## config.mk

```make
export PLATFORM = sky130hd
export DESIGN_NAME = forward_ctrl
export DESIGN_NICKNAME = d
export VERILOG_FILES = /design/src/rtl/forward_ctrl.sv
export SDC_FILE = /design/constraint.sdc
export NUM_CORES = 1
export LEC_CHECK = 0
export ABC_CLOCK_PERIOD_IN_PS = 2150
export CAP_MARGIN = 5
export CELL_PAD_IN_SITES_DETAIL_PLACEMENT = 2
export CELL_PAD_IN_SITES_GLOBAL_PLACEMENT = 2
export CORE_AREA = 2 2 83 85
export DETAILED_ROUTE_END_ITERATION = 10
export DIE_AREA = 0 0 85 87
export GPL_TIMING_DRIVEN = 1
export HOLD_SLACK_MARGIN = 0.1
export PLACE_DENSITY_LB_ADDON = 0.1
export SLEW_MARGIN = 20
export SYNTH_ARGS = -nofsm -noshare
export SYNTH_HDL_FRONTEND = slang
export SYNTH_SLANG_ARGS = --single-unit
```

## constraint.sdc

```tcl
create_clock -name clk -period 2.15 [get_ports clk]
set_input_delay 0.5375 -clock clk [delete_from_list [all_inputs] [get_ports clk]]
set_output_delay 0.5375 -clock clk [all_outputs]
set_load 0.05 [all_outputs]
```

## src/rtl/forward_ctrl.sv

```systemverilog
`default_nettype none
// ============================================================================
// Module   : forward_ctrl
// Purpose  : Hazard unit for a 5-stage pipeline. It drives the EX operand
//            forwarding selects and raises stall on load-use hazards and on
//            multi-cycle EX ops.
// Revision : 1.0 - initial release
// ============================================================================
module forward_ctrl #(
  parameter int MULT_LAT = 4
) (
  input  logic       clk,
  input  logic       reset,
  input  logic       id_valid,
  input  logic [4:0] id_rs,
  input  logic [4:0] id_rt,
  input  logic       id_uses_rs,
  input  logic       id_uses_rt,
  input  logic [4:0] id_dest,
  input  logic       id_regwrite,
  input  logic       id_memread,
  input  logic       id_multi,
  input  logic       id_flush,
  output logic [1:0] forwardA,
  output logic [1:0] forwardB,
  output logic       stall,
  output logic       ex_busy
);

  localparam logic [5:0] c_LAT_M1 = 6'(MULT_LAT - 1);
  localparam logic [1:0] c_FWD_RF  = 2'b00;
  localparam logic [1:0] c_FWD_MEM = 2'b10;
  localparam logic [1:0] c_FWD_WB  = 2'b01;

  logic       r_ex_valid, r_ex_regwrite, r_ex_memread, r_ex_multi;
  logic [4:0] r_ex_rs, r_ex_rt, r_ex_dest;
  logic       r_mem_valid, r_mem_regwrite, r_mem_memread;
  logic [4:0] r_mem_dest;
  logic       r_wb_valid, r_wb_regwrite;
  logic [4:0] r_wb_dest;
  logic [5:0] r_cnt;

  logic w_ex_busy;
  logic w_load_use;
  logic w_id_live;
  logic w_mem_src;
  logic w_wb_src;

  assign w_ex_busy = (r_cnt != 6'd0);
  assign w_id_live = id_valid & ~id_flush;

  assign w_load_use = r_ex_valid & r_ex_memread & r_ex_regwrite &
                      (r_ex_dest != 5'd0) & id_valid &
                      ((id_uses_rs & (id_rs == r_ex_dest)) |
                       (id_uses_rt & (id_rt == r_ex_dest)));

  assign stall   = w_load_use | w_ex_busy;
  assign ex_busy = w_ex_busy;

  // A load in MEM has no ALU result yet, so it is only a source from WB.
  assign w_mem_src = r_mem_valid & r_mem_regwrite & ~r_mem_memread &
                     (r_mem_dest != 5'd0);
  assign w_wb_src  = r_wb_valid & r_wb_regwrite & (r_wb_dest != 5'd0);

  always_comb begin
    forwardA = c_FWD_RF;
    forwardB = c_FWD_RF;
    if (r_ex_valid) begin
      if (w_mem_src && (r_mem_dest == r_ex_rs))
        forwardA = c_FWD_MEM;
      else if (w_wb_src && (r_wb_dest == r_ex_rs))
        forwardA = c_FWD_WB;
      if (w_mem_src && (r_mem_dest == r_ex_rt))
        forwardB = c_FWD_MEM;
      else if (w_wb_src && (r_wb_dest == r_ex_rt))
        forwardB = c_FWD_WB;
    end
  end

  always_ff @(posedge clk or posedge reset) begin
    if (reset) begin
      r_ex_valid     <= 1'b0;
      r_ex_regwrite  <= 1'b0;
      r_ex_memread   <= 1'b0;
      r_ex_multi     <= 1'b0;
      r_ex_rs        <= 5'd0;
      r_ex_rt        <= 5'd0;
      r_ex_dest      <= 5'd0;
      r_mem_valid    <= 1'b0;
      r_mem_regwrite <= 1'b0;
      r_mem_memread  <= 1'b0;
      r_mem_dest     <= 5'd0;
      r_wb_valid     <= 1'b0;
      r_wb_regwrite  <= 1'b0;
      r_wb_dest      <= 5'd0;
      r_cnt          <= 6'd0;
    end else begin
      r_wb_valid    <= r_mem_valid;
      r_wb_regwrite <= r_mem_regwrite;
      r_wb_dest     <= r_mem_dest;
      if (w_ex_busy) begin
        // EX holds the multi-cycle op; MEM sees bubbles until it drains.
        r_mem_valid <= 1'b0;
        r_cnt       <= r_cnt - 6'd1;
      end else begin
        r_mem_valid    <= r_ex_valid;
        r_mem_regwrite <= r_ex_regwrite;
        r_mem_memread  <= r_ex_memread;
        r_mem_dest     <= r_ex_dest;
        if (w_load_use) begin
          r_ex_valid <= 1'b0;
        end else begin
          r_ex_valid    <= w_id_live;
          r_ex_rs       <= id_rs;
          r_ex_rt       <= id_rt;
          r_ex_dest     <= id_dest;
          r_ex_regwrite <= id_regwrite;
          r_ex_memread  <= id_memread;
          r_ex_multi    <= id_multi;
          if (w_id_live && id_multi)
            r_cnt <= c_LAT_M1;
        end
      end
    end
  end

endmodule
`default_nettype wire

```

==> impl_metrics.py <==
metrics = {
    "floorplan": {
        "die_x_microns": 85,
        "die-height_microns": 87,
        "io_pins": 30,
        "coreArea_sq_um": 6570,
        "core.rowCount": 30,
        "initial_utilization_pct": 30.0,
        "die-area_sq_um": 7400,
    },
    "synthesis": {
        "avgSynthCellArea_sq_um": 11.3,
        "syn-cell-area_sq_um": 1970,
        "synth_top_area_share_pct": 49.6,
        "ys_seq_area_share_pct": 49.6,
        "netlist_instances": 174,
        "syn-num-nets": 200,
        "ys_top_cells_by_area": "dfrtp_1, xnor2_1, mux2_4",
        "ys_warn_count": 0,
        "ys_types": 31,
        "synth_top_cell_by_area": "dfrtp_1",
        "ys_ff_latch": 39,
    },
    "routing": {
        "wl_per_cell_microns": 19.3,
        "totalWireLength_microns": 6600,
        "via_per_inst": 4.81,
        "vias": 1641,
        "drtIter0Drc": 37,
        "drc": 0,
        "detail-route-antenna-nets": 0,
        "firstDrtPassIters": 4,
    },
    "placement": {
        "gp_congestion": 0.812,
        "place_area_sq_um": 2640,
        "port_buffers": 29,
        "pre_cts_ws_ns": -0.284,
        "dp.cells": 311,
        "dp_hpwl_microns": 4220,
    },
    "job": {
        "drv_cap": 0,
    },
    "clock_tree": {
        "clock_sinks": 39,
        "clk_latency_ns": 0.29,
        "root_buffer": "clkbuf_8",
        "htreeDepth": 2,
        "hold_buffers": 0,
        "cts_buffers": 5,
        "cts_tree": "built",
        "path_clk_slew_ns": 0.08,
        "cts_buffer_depth": 2,
    },
    "status": {
        "violations": "setup timing",
        "status": "finished with violations",
    },
    "sta": {
        "slew_violations": 0,
        "fin_skew_ns": 0.00595,
        "fmax_ghz": 0.402,
        "timing.final.ws_setup_ns": -0.340,
        "period_minus_slack_ns": 2.49,
        "rsz0062_at_grt": "yes",
        "period_share_pct": 116,
        "slew_headroom_pct": 65.9,
        "finalSetupViolCount": 5,
        "finalHoldViolCount": 0,
        "tightest_slew_ns": 0.512,
        "whs_ns": 0.403,
    },
    "global_route": {
        "grt_start_max_net_pins": 40,
        "grt_pass1_vias": 1916,
        "grt_pass1_wl_microns": 10100,
        "antenna_found_initial": 0,
        "grtUsageTotal_pct": 18.3,
        "grt.overflow.total": 0,
    },
    "min_path": {
        "hold_path_class": "reg -> reg",
    },
    "worst_setup_path": {
        "end_kind": "output port",
        "worst-path-max-fanout": 4,
        "cp-start-kind": "flop",
        "cpLargestDelayFamily": "simple AND/OR/NAND/NOR gates",
        "critPathKind": "reg -> out",
        "arrival_ns": 1.95,
        "crit_required_ns": 1.61,
        "cpMostUsedCell": "nor4_4",
        "max_stage_delay_ns": 0.55,
        "cp_num_buf_inv": 1,
        "path_cells": "or4_4 > o21ai_4 > nor4_4 > nor4_4 > buf_12",
        "cpMaxStageDelayCell": "or4_4",
    },
    "cells_and_area": {
        "stdcell_count": 341,
        "final_common_cell": "buf_4",
        "syn_to_final_growth_pct": 55.8,
        "drive_above_1_share_pct": 46.4,
        "antenna_cells": 0,
        "final_cell_mix": "buf_4, dfrtp_1, nand2_1",
        "final_util_pct": 46.7,
        "nets": 286,
        "final_cell_area_sq_um": 3070,
    },
    "power_and_ir_drop": {
        "p_per_area_nw_per_um2": 1430,
        "ir_drop_mv": 0.570,
        "power_leakage_nw": 1.36,
    },
}
-- worst paths after layout --
| path | startpoint | end | slack (ns) | cells after the start |
|---|---|---|---|---|
| worst max-delay path | r_mem_dest[2] | forwardA[0] | -0.34 | 5 |
| worst min-delay path | r_mem_valid | r_wb_valid | 0.40 | 0 |
| worst max register to register | r_ex_dest[0] | r_ex_rs[2] | 0.13 | 6 |
| worst min register to register | r_mem_valid | r_wb_valid | 0.40 | 0 |
| max in group asynchronous | reset | r_ex_rs[1] | 1.09 | 3 |
| min in group asynchronous | reset | r_ex_dest[3] | 0.67 | 3 |
-- synth_stat cells, drive strengths merged --
cell type	n
nand2b	2
inv	7
ha	2
mux2	17
and2	4
or4	3
a21oi	4
xor2	12
o22ai	1
nand3	5
nand4	3
nand2	27
o41ai	1
a21o	1
o2111ai	1
nor4	4
clkbuf	2
nor3b	1
nor3	6
xnor2	21
nor2	5
o31ai	1
nor2b	1
dfrtp	39
o221a	1
o21ai	2
buf	1
-- state kept, by name, summed over array words and instances, names as in the netlist --
register and count:
r_ex_dest 5, r_ex_rs 5, r_mem_memread 1, r_ex_regwrite 1, r_wb_valid 1, r_mem_dest 5, r_wb_regwrite 1, r_mem_regwrite 1
r_ex_rt 5, r_ex_memread 1, r_mem_valid 1, r_cnt 6, r_ex_valid 1, r_wb_dest 5
-- power by group --
group          total [mW]  leakage (nW)  internal [mW]  switching [mW]
Combinational        2.28         0.845           1.29           0.997
Sequential           1.55         0.463           1.11           0.447
Clock               0.559        0.0505          0.292           0.267
-- per-layer routing --
layer / vias up / wire, microns / GRT usage (%)
met3: 9 / 144 / 3.22
met1: 851 / 2720 / 21.9
met5: - / 0 / 0
met4: 0 / 107 / 4.91
met2: 24 / 3630 / 33.6
li1: 757 / - / -
-- cell families after synthesis --
group | synth area share (%)
adder cells (fa/ha/maj) | 1.27
AO/OA/AOI/OAI | 4.96
flip-flops | 49.6
buffers and inverters | 2.48
AND/OR/NAND/NOR | 15.6
XOR/XNOR | 14.7
multiplexers | 11.4
-- timing repair --
action                                  4_1_cts  5_1_grt
endpoints found under the setup margin        6       20
gates resized for setup                      30       19
setup buffers                                17        5
pin swaps                                    11       10
-- worst register-to-register path: stages (launching register included) --
cell     delay, ns
dfrtp_2       0.47
buf_4         0.16
nor3_1        0.26
a21oi_2       0.13
a21oi_4       0.18
buf_4         0.32
mux2_2        0.39
-- per-stage QoR --
| stage | setup TNS, ns | power [mW] |
|---|---|---|
| after global routing | -1.75 | 4.71 |
| final | -1.31 | 4.40 |
| after global placement | -3.02 | 3.12 |
| after CTS | -1.40 | 4.18 |
| after floorplan | -0.247 | 2.48 |
| after detailed placement | -3.93 | 3.23 |
-- cell type report --
class	instances	area, sq um
repair buffers	82	734
multi-input cells	125	1120
fillers	690	3500
flip-flops and latches	39	985
clock buffers	7	96.3
clock inverters	1	7.51
well taps	80	100
inverters	7	26.3
Note: power is estimated with default switching activity, not from simulation.
